[src/rtl/rv32i_pkg.sv]
// Shared RV32I constants: load funct3 codes, major opcodes used by decode,
// and the write-back stage state encoding.
package rv32i_pkg;

  localparam logic [2:0] F3_LB  = 3'b000;
  localparam logic [2:0] F3_LH  = 3'b001;
  localparam logic [2:0] F3_LW  = 3'b010;
  localparam logic [2:0] F3_LBU = 3'b100;
  localparam logic [2:0] F3_LHU = 3'b101;

  localparam logic [6:0] OPC_LOAD   = 7'b0000011;
  localparam logic [6:0] OPC_STORE  = 7'b0100011;
  localparam logic [6:0] OPC_OP_IMM = 7'b0010011;
  localparam logic [6:0] OPC_OP     = 7'b0110011;
  localparam logic [6:0] OPC_LUI    = 7'b0110111;
  localparam logic [6:0] OPC_AUIPC  = 7'b0010111;
  localparam logic [6:0] OPC_JAL    = 7'b1101111;
  localparam logic [6:0] OPC_JALR   = 7'b1100111;
  localparam logic [6:0] OPC_BRANCH = 7'b1100011;
  localparam logic [6:0] OPC_SYSTEM = 7'b1110011;

  typedef enum logic [0:0] {
    WB_IDLE      = 1'b0,
    WB_WAIT_LOAD = 1'b1
  } wb_state_e;

endpackage

[src/rtl/load_align.sv]
// Combinational load aligner: picks the byte/half out of a word-aligned
// read, extends it per funct3, and flags illegal or misaligned accesses.
module load_align
  import rv32i_pkg::*;
(
  input  logic [2:0]  i_funct3,
  input  logic [1:0]  i_addr_lo,
  input  logic [31:0] i_rdata,
  output logic [31:0] o_data,
  output logic        o_err
);

  logic [7:0]  w_byte;
  logic [15:0] w_half;

  always_comb begin
    case (i_addr_lo)
      2'd0:    w_byte = i_rdata[7:0];
      2'd1:    w_byte = i_rdata[15:8];
      2'd2:    w_byte = i_rdata[23:16];
      default: w_byte = i_rdata[31:24];
    endcase
  end

  assign w_half = i_addr_lo[1] ? i_rdata[31:16] : i_rdata[15:0];

  // Error cases return zero data; the write itself still happens upstream.
  always_comb begin
    o_data = 32'h0;
    o_err  = 1'b0;
    case (i_funct3)
      F3_LB:  o_data = {{24{w_byte[7]}}, w_byte};
      F3_LBU: o_data = {24'h0, w_byte};
      F3_LH: begin
        if (i_addr_lo[0]) o_err = 1'b1;
        else              o_data = {{16{w_half[15]}}, w_half};
      end
      F3_LHU: begin
        if (i_addr_lo[0]) o_err = 1'b1;
        else              o_data = {16'h0, w_half};
      end
      F3_LW: begin
        if (i_addr_lo != 2'b00) o_err = 1'b1;
        else                    o_data = i_rdata;
      end
      default: o_err = 1'b1;
    endcase
  end

endmodule

[src/rtl/writeback.sv]
// RV32I write-back stage: retires ALU results in one cycle, parks loads until
// memory data returns, and drives the single register-file write port.
module writeback
  import rv32i_pkg::*;
#(
  parameter int INSTRET_W = 64
) (
  input  logic                 i_clk,
  input  logic                 i_rst_n,
  input  logic                 i_e_valid,
  input  logic [31:0]          i_e_pc,
  input  logic [4:0]           i_e_rd,
  input  logic [31:0]          i_e_result,
  input  logic                 i_e_is_load,
  input  logic [2:0]           i_e_funct3,
  input  logic [1:0]           i_e_addr_lo,
  input  logic                 i_mem_rvalid,
  input  logic [31:0]          i_mem_rdata,
  output logic                 o_stall,
  output logic                 o_reg_we,
  output logic [4:0]           o_reg_wa,
  output logic [31:0]          o_reg_wd,
  output logic                 o_w_valid,
  output logic [31:0]          o_w_pc,
  output logic [INSTRET_W-1:0] o_instret,
  output logic                 o_load_err
);

  localparam logic [INSTRET_W-1:0] INSTRET_ONE = {{(INSTRET_W-1){1'b0}}, 1'b1};

  wb_state_e             r_state;
  logic [31:0]           r_ld_pc;
  logic [4:0]            r_ld_rd;
  logic [2:0]            r_ld_funct3;
  logic [1:0]            r_ld_addr_lo;
  logic                  r_reg_we;
  logic [4:0]            r_reg_wa;
  logic [31:0]           r_reg_wd;
  logic                  r_w_valid;
  logic [31:0]           r_w_pc;
  logic [INSTRET_W-1:0]  r_instret;
  logic                  r_load_err;

  logic [31:0]           w_align_data;
  logic                  w_align_err;

  load_align u_load_align (
    .i_funct3  (r_ld_funct3),
    .i_addr_lo (r_ld_addr_lo),
    .i_rdata   (i_mem_rdata),
    .o_data    (w_align_data),
    .o_err     (w_align_err)
  );

  // Stall depends on state alone so upstream never sees a combinational loop.
  assign o_stall = (r_state == WB_WAIT_LOAD);

  always_ff @(posedge i_clk or negedge i_rst_n) begin
    if (!i_rst_n) begin
      r_state      <= WB_IDLE;
      r_ld_pc      <= 32'h0;
      r_ld_rd      <= 5'd0;
      r_ld_funct3  <= 3'b000;
      r_ld_addr_lo <= 2'b00;
      r_reg_we     <= 1'b0;
      r_reg_wa     <= 5'd0;
      r_reg_wd     <= 32'h0;
      r_w_valid    <= 1'b0;
      r_w_pc       <= 32'h0;
      r_instret    <= '0;
      r_load_err   <= 1'b0;
    end else begin
      r_reg_we  <= 1'b0;
      r_w_valid <= 1'b0;
      r_w_pc    <= 32'h0;
      case (r_state)
        WB_IDLE: begin
          if (i_e_valid) begin
            if (i_e_is_load) begin
              r_ld_pc      <= i_e_pc;
              r_ld_rd      <= i_e_rd;
              r_ld_funct3  <= i_e_funct3;
              r_ld_addr_lo <= i_e_addr_lo;
              r_state      <= WB_WAIT_LOAD;
            end else begin
              r_w_valid <= 1'b1;
              r_w_pc    <= i_e_pc;
              r_reg_wa  <= i_e_rd;
              r_reg_wd  <= i_e_result;
              r_reg_we  <= (i_e_rd != 5'd0);
              r_instret <= r_instret + INSTRET_ONE;
            end
          end
        end
        WB_WAIT_LOAD: begin
          if (i_mem_rvalid) begin
            r_w_valid  <= 1'b1;
            r_w_pc     <= r_ld_pc;
            r_reg_wa   <= r_ld_rd;
            r_reg_wd   <= w_align_data;
            r_reg_we   <= (r_ld_rd != 5'd0);
            r_instret  <= r_instret + INSTRET_ONE;
            r_load_err <= r_load_err | w_align_err;
            r_state    <= WB_IDLE;
          end
        end
        default: r_state <= WB_IDLE;
      endcase
    end
  end

  assign o_reg_we   = r_reg_we;
  assign o_reg_wa   = r_reg_wa;
  assign o_reg_wd   = r_reg_wd;
  assign o_w_valid  = r_w_valid;
  assign o_w_pc     = r_w_pc;
  assign o_instret  = r_instret;
  assign o_load_err = r_load_err;

endmodule

[config.mk]
export PLATFORM = sky130hd
export DESIGN_NAME = writeback
export DESIGN_NICKNAME = d
export VERILOG_FILES = /design/src/rtl/rv32i_pkg.sv /design/src/rtl/load_align.sv /design/src/rtl/writeback.sv
export SDC_FILE = /design/constraint.sdc
export NUM_CORES = 1
export LEC_CHECK = 0
export ABC_AREA = 1
export CAP_MARGIN = 20
export CORE_MARGIN = 8
export CORE_UTILIZATION = 42
export CTS_CLUSTER_DIAMETER = 100
export DETAILED_ROUTE_END_ITERATION = 7
export GPL_TIMING_DRIVEN = 0
export PLACE_DENSITY_LB_ADDON = 0.25
export SLEW_MARGIN = 20
export SYNTH_ARGS = -nofsm -noshare
export SYNTH_HDL_FRONTEND = slang
export SYNTH_SLANG_ARGS = --single-unit
export TNS_END_PERCENT = 100
[constraint.sdc]
create_clock -name i_clk -period 1.9 [get_ports i_clk]
set_input_delay 0.285 -clock i_clk [delete_from_list [all_inputs] [get_ports i_clk]]
set_output_delay 0.285 -clock i_clk [all_outputs]
set_load 0.1 [all_outputs]
Yosys cells after proc, flatten, opt, wreduce, memory -nomap -nowiden
Cells that the tools add are included.

operators by class
  add/sub/neg operators = 1
  equality and inequality tests = 9
  multiplexer cells = 37
  bitwise gates (word level) = 2
  reduce and logical (&&, ||, !) cells = 10

operators with widths
  kind                   number
  $mux 32                8
  $mux 64                3
  $pmux 32 s5            1
  $pmux 32 s2            2
  $pmux 64 s2            1
  $add 64x1->64 const B  1
  $mux 16                2
  $pmux 8 s3             1
  $mux 5                 3
  $mux 1                 11
  $pmux 5 s2             1
  $reduce_bool 5->1      2
  $eq 3x3->1 const B     2
  $ne 2x2->1 const B     3
  $pmux 1 s2             3
  $reduce_and 3->1       2
  $reduce_or 2->1        2
  $eq 3x1->1 const B     1
  $eq 3x2->1 const B     1
  $logic_not 3->1        1
  $pmux 1 s3             1
  $eq 2x1->1 const B     1
  $eq 2x2->1 const B     1
  $logic_not 2->1        1
  other kinds (4)        4

word-level totals
  register bits = 179
  output and inout bits = 137
  logic and storage cells = 71

Longest topological paths before layout
Gate-level depths: netlist (run 1).

  word-level depth = 5
  mapped depth = 11

Cells and area by module
From an unflattened synthesis (run 1), not the netlist that was laid out.

unflattened totals
  cell total of the unflattened synthesis = 1244
  area, all modules = 9539.1 µm²

modules (own cells, without submodules)
  module      times used  cells an instance  area an instance (µm²)  seq. area each (µm²)
  writeback   1           1012               8481.9                  4479.3
  load_align  1           232                1057.3                  0.0

Worst setup path before layout (run 1)
Ideal clock, no wire load.

  kind = register -> register
  start point = reg r_instret[1] (netlist: o_instret[1])
  end point = reg r_instret[46] (netlist: o_instret[46])
  library setup time = 122 ps
  arrival = 2256 ps
  required time = 1778 ps
  path slack = -479 ps
  cell stages (with the launch flop) = 11
  path buffers = 0
  period minus slack after synthesis = 2379 ps
  cell sequence = dfrtp_1 ha_1 nand2_1 nor2_2 nand2_2 nor2_8 nand3_4 nor2_8 nand3_1 nand2_1 nand2_1

on the way
  cells in the longest elaborated chain, start to end = 4
  elaborated cells on any way between the ends = 5

RTL lines
  item                    RTL line                           RTL
  start, declared         writeback.sv:41                    logic [INSTRET_W-1:0] r_instret;
  start signal, assigned  writeback.sv:91                    r_instret <= r_instret + INSTRET_ONE;
  start signal, assigned  writeback.sv:102                   r_instret <= r_instret + INSTRET_ONE;
  $add 64x1->64 (*)       writeback.sv:91, writeback.sv:102
  $mux 64                 writeback.sv:79                    if (i_e_is_load) begin
  $mux 64                 writeback.sv:78                    if (i_e_valid) begin
  $pmux 64 s2 (*)         writeback.sv:76                    case (r_state)

Mark *: on every way between the ends. The rest lies on a longest branch, timed or not. The select of a mux whose other input is x is not followed.
A chain may end at the register's enable or synchronous reset.

Final worst setup path (run 1)
  start point = reg r_instret[1] (netlist: o_instret[1])
  end point = out o_instret[1]

RTL lines
  item           RTL line         RTL
  end, declared  writeback.sv:25  output logic [INSTRET_W-1:0] o_instret,

No word-level cell between the ends.

==> run summary, run 1 <==
Outcome: finished clean
Pleak: 5.91 nW
Critical Path, Cell by Cell: buf_4, clkdlybuf4s15_2
Global route total overflow: 0
R2R depth: 8
Final nets: 1681
Switching power: 7.69 mW
Worst EP required: 1.62 ns
Vias in the first global route: 9536
Buffers added on ports: 247
CP Class: register to primary output
H-tree levels: 4
Flop-to-flop setup slack: 0.05 ns
Clock power share: 24.6%
FF+latch count, synth: 179
Warnings, synthesis: 0
Core area: 22500 sq um
Largest net degree at the start of global routing: 100
Net count after synthesis: 1403
CP Launch Type: register
Setup slack after layout: 0.0453 ns
Slowest cell on crit path: clkdlybuf4s15_2
Clock period minus worst slack: 1.85 ns
Placer congestion estimate: 0.941
Area post-placement: 12500 sq um
Root buffer cell: clkbuf_16
Cell internal pwr: 7.89 mW
Post-Syn Instances: 1291
HP Class: primary input to asynchronous set/reset pin
Syn Area/Cell: 7.41 sq um
Mapped cell area: 9570 sq um
FF-to-FF End: o_instret[50]
Clock Pin Slew Worst Setup and Hold Paths: 0.08 ns
CP arrival: 1.57 ns
FP Rows: 55
TritonCTS clock tree: built
Commonest cells in the netlist: nand2_1, nor2_1, dfrtp_1, inv_1, o21ai_0
I/O Pins: 248
Total Power: 15.6 mW
Setup TNS: 0 ns
Final Setup Violations: 0
Peak per-stage delay on the critical path: 0.55 ns
Initial core utilization: 42.5%
Critical path endpoint category: primary output
Die ar.: 27900 sq um
Number of buffers created by CTS: 17
Max VDD drop: 0.888 mV
Worst slack at placement: -0.276 ns
Pre-antenna DRT Iters: 7
Wire per inst: 16.7 microns
Most used DFF post-synth: dfrtp_1
Max Fclk: 539 MHz
First-pass GRT wire length: 50100 microns
Pins Over Slew Limit: 0
Clock skew: 0.0134 ns
Worst slew pin tran: 0.642 ns
Finished Layout Cells: 1869
Fin util: 60.1%
DR vias/cell: 5.06
Hold Fails Final Rpt: 0
R2R Path Start: o_instret[1]
Most frequent cell after synthesis: nand2_1
Async set-or-reset flop fraction in the synthesized netlist: 100%
CTS sink cnt: 179
Dpl hpwl: 24400 microns
Gr usage total: 22.4%
Share of the synthesized area in the top cell type: 46.8%
Post-synthesis sequential area ratio: 46.8%
Pwr dens: 1150 nW/um^2
Detailed-route DRC error count: 0
Longest Clk Path Bufs: 2
Total number of vias: 9457
Fin Hold WS: 0.396 ns
Routed WL: 31300 microns
Post-route cell area: 13500 sq um
Post-synth cell types: 37
CP Max Fanout: 4
Initial antenna violation count: 4
# Max-Cap Violations: 0
Clock insertion delay at the later pin of the skew report: 0.44 ns
First-iteration detailed-routing DRC count: 475
Final ANT Viol Nets: 0
Switching share of power: 49.4%
Die width: 167 microns
Cell taking the most area after synthesis: dfrtp_1
Fraction of layout cells with a size suffix above 1: 19.5%
Period utilization: 97.6%
Chip height: 167 microns
Max_slew headroom: 57.2%
Sequential cell fraction of total power: 32.5%
Dpl cells: 1824
Comb pwr share: 43.0%
Area grow syn2layout: 41.3%
EDFF count, synth: 0
Synth area leaders: dfrtp_1, nand2_1, nor2_1
state kept, by name (all words and copies together) (netlist names):
signal,flops
o_w_pc,32
r_ld_rd,5
o_reg_wd,32
o_w_valid,1
r_ld_funct3,3
r_ld_pc,32
o_reg_we,1
o_reg_wa,5
r_ld_addr_lo,2
o_instret,64
o_load_err,1
o_stall,1
kinds of logic after synthesis:
family                   after synthesis  synth area share [%]
AO/OA/AOI/OAI                        194                  10.4
multiplexers                           3                 0.353
buffers and inverters                158                  6.76
flip-flops                           179                  46.8
adder cells (fa/ha/maj)                1                 0.131
AND/OR/NAND/NOR                      720                  32.3
XOR/XNOR                              36                  3.29
power groups by stage:
stage          logic [mW]  clock network [mW]  registers, mW
6_report             6.69                3.83           5.06
2_1_floorplan        1.45                   0           8.44
5_1_grt              7.04                4.04           5.15
3_3_place_gp         6.71                   0           5.10
3_5_place_dp         6.75                   0           5.11
4_1_cts              6.67                3.88           5.05
placed cells by master, fill, tap and decap left out, types with 7 or more instances in the layout:
cell type / netlist / routed
nand2_1: 428 / 423
nor2_1: 180 / 175
clkdlybuf4s15_2: 0 / 133
dfrtp_1: 179 / 122
inv_1: 112 / 112
clkdlybuf4s50_1: 0 / 109
o21ai_0: 109 / 108
a21oi_1: 68 / 68
dfrtp_2: 0 / 51
nand3_1: 50 / 50
xor2_1: 23 / 23
clkbuf_1: 24 / 20
buf_4: 7 / 17
clkbuf_16: 0 / 17
xnor2_1: 13 / 13
nand4_1: 12 / 12
nor2_2: 8 / 11
nand3b_1: 9 / 9
nor3_1: 8 / 8
o22ai_1: 8 / 8
nor2_4: 6 / 8
nand2_4: 3 / 7
clkbuf_2: 0 / 7
final cells by class:
cell class	instances	area, sq um
diodes	2	5.00
well taps	285	357
plain buffers	40	224
inverters	116	438
flip-flops and latches	179	4570
clock inverters	15	229
repair buffers	261	2760
fillers	2082	8980
clock buffers	17	425
multi-input cells	954	4510
repair_timing:
| action | CTS | global route |
|---|---|---|
| pin swaps | 3 | 7 |
| setup buffers | 4 | 8 |
| hold buffers | 1 | 0 |
| endpoints found under the hold margin | 80 | 0 |
| setup endpoints to repair | 204 | 75 |
| resized for setup | 414 | 26 |
routing by layer:
layer	global-route usage (%)	part of all wire, %	vias to the layer above
li1	-	-	4661
met1	25.3	40	4488
met2	39.5	51	259
met3	6.78	6.9	45
met4	7.95	2.4	4
met5	0	0.11	-
worst max path at each step:
stage / endpoint / from
finish: o_instret[1] / o_instret[1]
global route: o_instret[40] / o_instret[1]
CTS: o_w_pc[23] / o_w_pc[23]
detailed placement: o_reg_wd[28] / i_e_valid
global placement: o_stall / i_rst_n
floorplan: o_instret[46] / o_instret[11]
worst max-delay path, delay by kind of cell (launching register included):
| kind | cells | cell delay, ns |
|---|---|---|
| buf+inv | 2 | 0.67 |
| flops | 1 | 0.45 |
No activity file was read; power rests on OpenSTA's default activity.
==> run 2, diff against run 1 <==
--- a/config.mk
+++ b/config.mk
@@ -6,13 +6,12 @@
 export NUM_CORES = 1
 export LEC_CHECK = 0
 export ABC_AREA = 1
-export CAP_MARGIN = 20
 export CORE_MARGIN = 8
 export CORE_UTILIZATION = 42
 export CTS_CLUSTER_DIAMETER = 100
 export DETAILED_ROUTE_END_ITERATION = 7
 export GPL_TIMING_DRIVEN = 0
-export PLACE_DENSITY_LB_ADDON = 0.25
+export PLACE_DENSITY_LB_ADDON = 0.2
 export SLEW_MARGIN = 20
 export SYNTH_ARGS = -nofsm -noshare
 export SYNTH_HDL_FRONTEND = slang
==> run 2 against run 1 <==
Global-route usage grew 0.48 points. Register-to-register slack improved by 0.04 ns. Power fell by 0.25%. Combinational power up 0.7%. Hold slack gained 0.0056 ns. Critical path type unchanged. Highest routed layer unchanged. Flip-flop and latch count stayed put.
==> run summary, run 2 (synthesis results as in run 1) <==
Outcome: finished clean
Initial core utilization: 42.5% (unchanged)
Area grow syn2layout: 41.1% (about the same)
CP Launch Type: register
Worst slack at placement: -0.234 ns (+0.0420 ns)
Die width: 167 microns (unchanged)
Wire per inst: 17.0 microns (+1.7%)
Max_slew headroom: 54.3% (-2.9 points)
Root buffer cell: clkbuf_16
M3 GR Usage: 7.40% (+0.61 points)
Crit path buffers/inverters: 2 (unchanged)
Routed WL: 31800 microns (+1.6%)
Detailed-route DRC error count: 0 (unchanged)
R2R Path Start: o_instret[1]
DR vias/cell: 5.02 (-0.73%)
M1 GR Usage: 26.5% (+1.1 points)
Initial antenna violation count: 3 (-1)
Pwr dens: 1150 nW/um^2 (-0.16%)
Vias in the first global route: 9442 (-0.99%)
Clock insertion delay at the later pin of the skew report: 0.44 ns (about the same)
Hold Path Depth: 3
Fraction of layout cells with a size suffix above 1: 19.7% (+0.19 points)
Clock period minus worst slack: 1.85 ns (-0.00890 ns)
Number of buffers created by CTS: 17 (unchanged)
Top Usage Layer GRT: met2
CTS sink cnt: 179 (unchanged)
Pleak: 5.89 nW (-0.41%)
Reg area: 4570 sq um (unchanged)
Die ar.: 27900 sq um (unchanged)
Largest net degree at the start of global routing: 94 (-6.0%)
Buffers added on ports: 247 (unchanged)
Fin Hold WS: 0.402 ns (+0.00555 ns)
H-tree levels: 4 (unchanged)
Peak per-stage delay on the critical path: 0.55 ns (about the same)
Clock skew: 0.0162 ns (+0.00274 ns)
Max reg flops: 64 (unchanged)
Dpl hpwl: 24700 microns (+1.4%)
I/O Pins: 248 (unchanged)
Min-Delay Endpoint: r_ld_pc[16]
TritonCTS clock tree: built
CP top delay family: buffers and inverters
Final nets: 1681 (unchanged)
Period utilization: 97.1% (-0.47 points)
Hold Startpoint: i_e_pc[16]
Setup slack after layout: 0.0542 ns (+0.00890 ns)
FF-to-FF End: o_instret[36]
Commonest non-fill, non-tap cell in the layout: nand2_1
Clock Pin Slew Worst Setup and Hold Paths: 0.09 ns (about the same)
Hold Fails Final Rpt: 0 (unchanged)
Pins Over Slew Limit: 0 (unchanged)
Worst EP required: 1.62 ns (about the same)
Final Setup Violations: 0 (unchanged)
CP Max Fanout: 4 (unchanged)
Core area: 22500 sq um (unchanged)
Layout fillers: 2105 (+1.1%)
Total Power: 15.5 mW (-0.25%)
Pre-antenna DRT Iters: 5 (-2)
Flop-to-flop setup slack: 0.09 ns (+0.04 ns)
HP Class: primary input to register
CP Class: register to primary output
Critical Path, Cell by Cell: buf_4, clkdlybuf4s15_2
Met2 usage: 39.2% (-0.30 points)
First-iteration detailed-routing DRC count: 521 (+9.7%)
R2R depth: 10 (+2)
Chip height: 167 microns (unchanged)
Area of the multi-input gates: 4530 sq um (+0.33%)
# Max-Cap Violations: 0 (unchanged)
Total number of vias: 9383 (-0.78%)
First-pass GRT wire length: 50900 microns (+1.6%)
Global route total overflow: 0 (unchanged)
Max Fclk: 542 MHz (+0.48%)
Longest Clk Path Bufs: 2 (unchanged)
Final ANT Viol Nets: 0 (unchanged)
Gr usage total: 22.9% (+0.48 points)
CP arrival: 1.56 ns (about the same)
Most frequent cells in the layout: nand2_1, nor2_1, clkdlybuf4s15_2
Critical path endpoint category: primary output
Worst slew pin tran: 0.685 ns (+0.0430 ns)
Slowest cell on crit path: clkdlybuf4s15_2
Placer congestion estimate: 0.916 (-2.6%)
FP Rows: 55 (unchanged)
Max VDD drop: 0.619 mV (-30%)
==> run 2: repair_timing <==
| action | in CTS | in global routing |
|---|---|---|
| hold buffers | 1 | 0 |
| pin swaps | 2 | 7 |
| buffers inserted | 3 | 8 |
| endpoints found under the setup margin | 204 | 89 |
| resized for setup | 417 | 30 |
| hold endpoints to repair | 86 | 0 |
==> run 2: worst max-delay path by stage <==
stage,from,endpoint,slack [ns],depth (start not counted)
after global routing,o_instret[18],o_instret[59],-0.01,9
after floorplan,o_instret[11],o_instret[46],0.0004,9
final,o_instret[1],o_instret[1],0.05,2
after CTS,o_w_pc[22],o_w_pc[22],0.0004,1
after detailed placement,i_e_valid,o_reg_wd[15],-0.23,9
after global placement,i_rst_n,o_stall,-8.43,1
==> run 2: metal layers <==
layer	wire length (microns)	part of all wire, %	vias up
met5	27	0.085	-
met2	15500	49	270
met4	968	3.0	4
met3	2200	6.9	59
met1	13100	41	4401
li1	-	-	4649
==> run 2: area by class of cell <==
type | instances | area share (%)
sequential | 179 | 33.8
multi-input combinational | 954 | 33.5
timing repair buffer | 260 | 20.4
inverter | 116 | 3.24
clock buffer | 17 | 3.15
tap | 285 | 2.64
buffer | 41 | 1.67
clock inverter | 15 | 1.60
antenna | 1 | 0.0185
==> run 2: where the power goes <==
part / total [mW] / leakage [nW] / internal [mW] / switching (mW)
registers: 5.05 / 2.19 / 4.51 / 0.540
clock network: 3.76 / 0.303 / 1.84 / 1.91
logic: 6.74 / 3.39 / 1.52 / 5.21
==> run 2: stage by stage <==
step | instances | setup TNS [ns] | utilization, % | area [sq um]
floorplan | 1291 | 0 | - | 9670
global placement | 1823 | -1330.35 | 55.6 | 12500
detailed placement | 1824 | -14.62 | 55.7 | 12500
CTS | 1860 | 0 | 59.6 | 13400
global route | 1868 | -0.0252 | 60.0 | 13500
finish | 1868 | 0 | 60.0 | 13500
==> run 2: worst register-to-register path, delay by kind of cell, from the launching register on <==
kind / cells / cell delay, ns
adders and majority gates: 1 / 0.15
and+or+nand+nor: 9 / 1.12
DFF: 1 / 0.44
==> run 3, diff against run 2 <==
--- a/config.mk
+++ b/config.mk
@@ -6,6 +6,7 @@
 export NUM_CORES = 1
 export LEC_CHECK = 0
 export ABC_AREA = 1
+export CAP_MARGIN = 20
 export CORE_MARGIN = 8
 export CORE_UTILIZATION = 42
 export CTS_CLUSTER_DIAMETER = 100
==> results of run 3 <==
Final layout, timing and power as in run 2 (identical DEF).
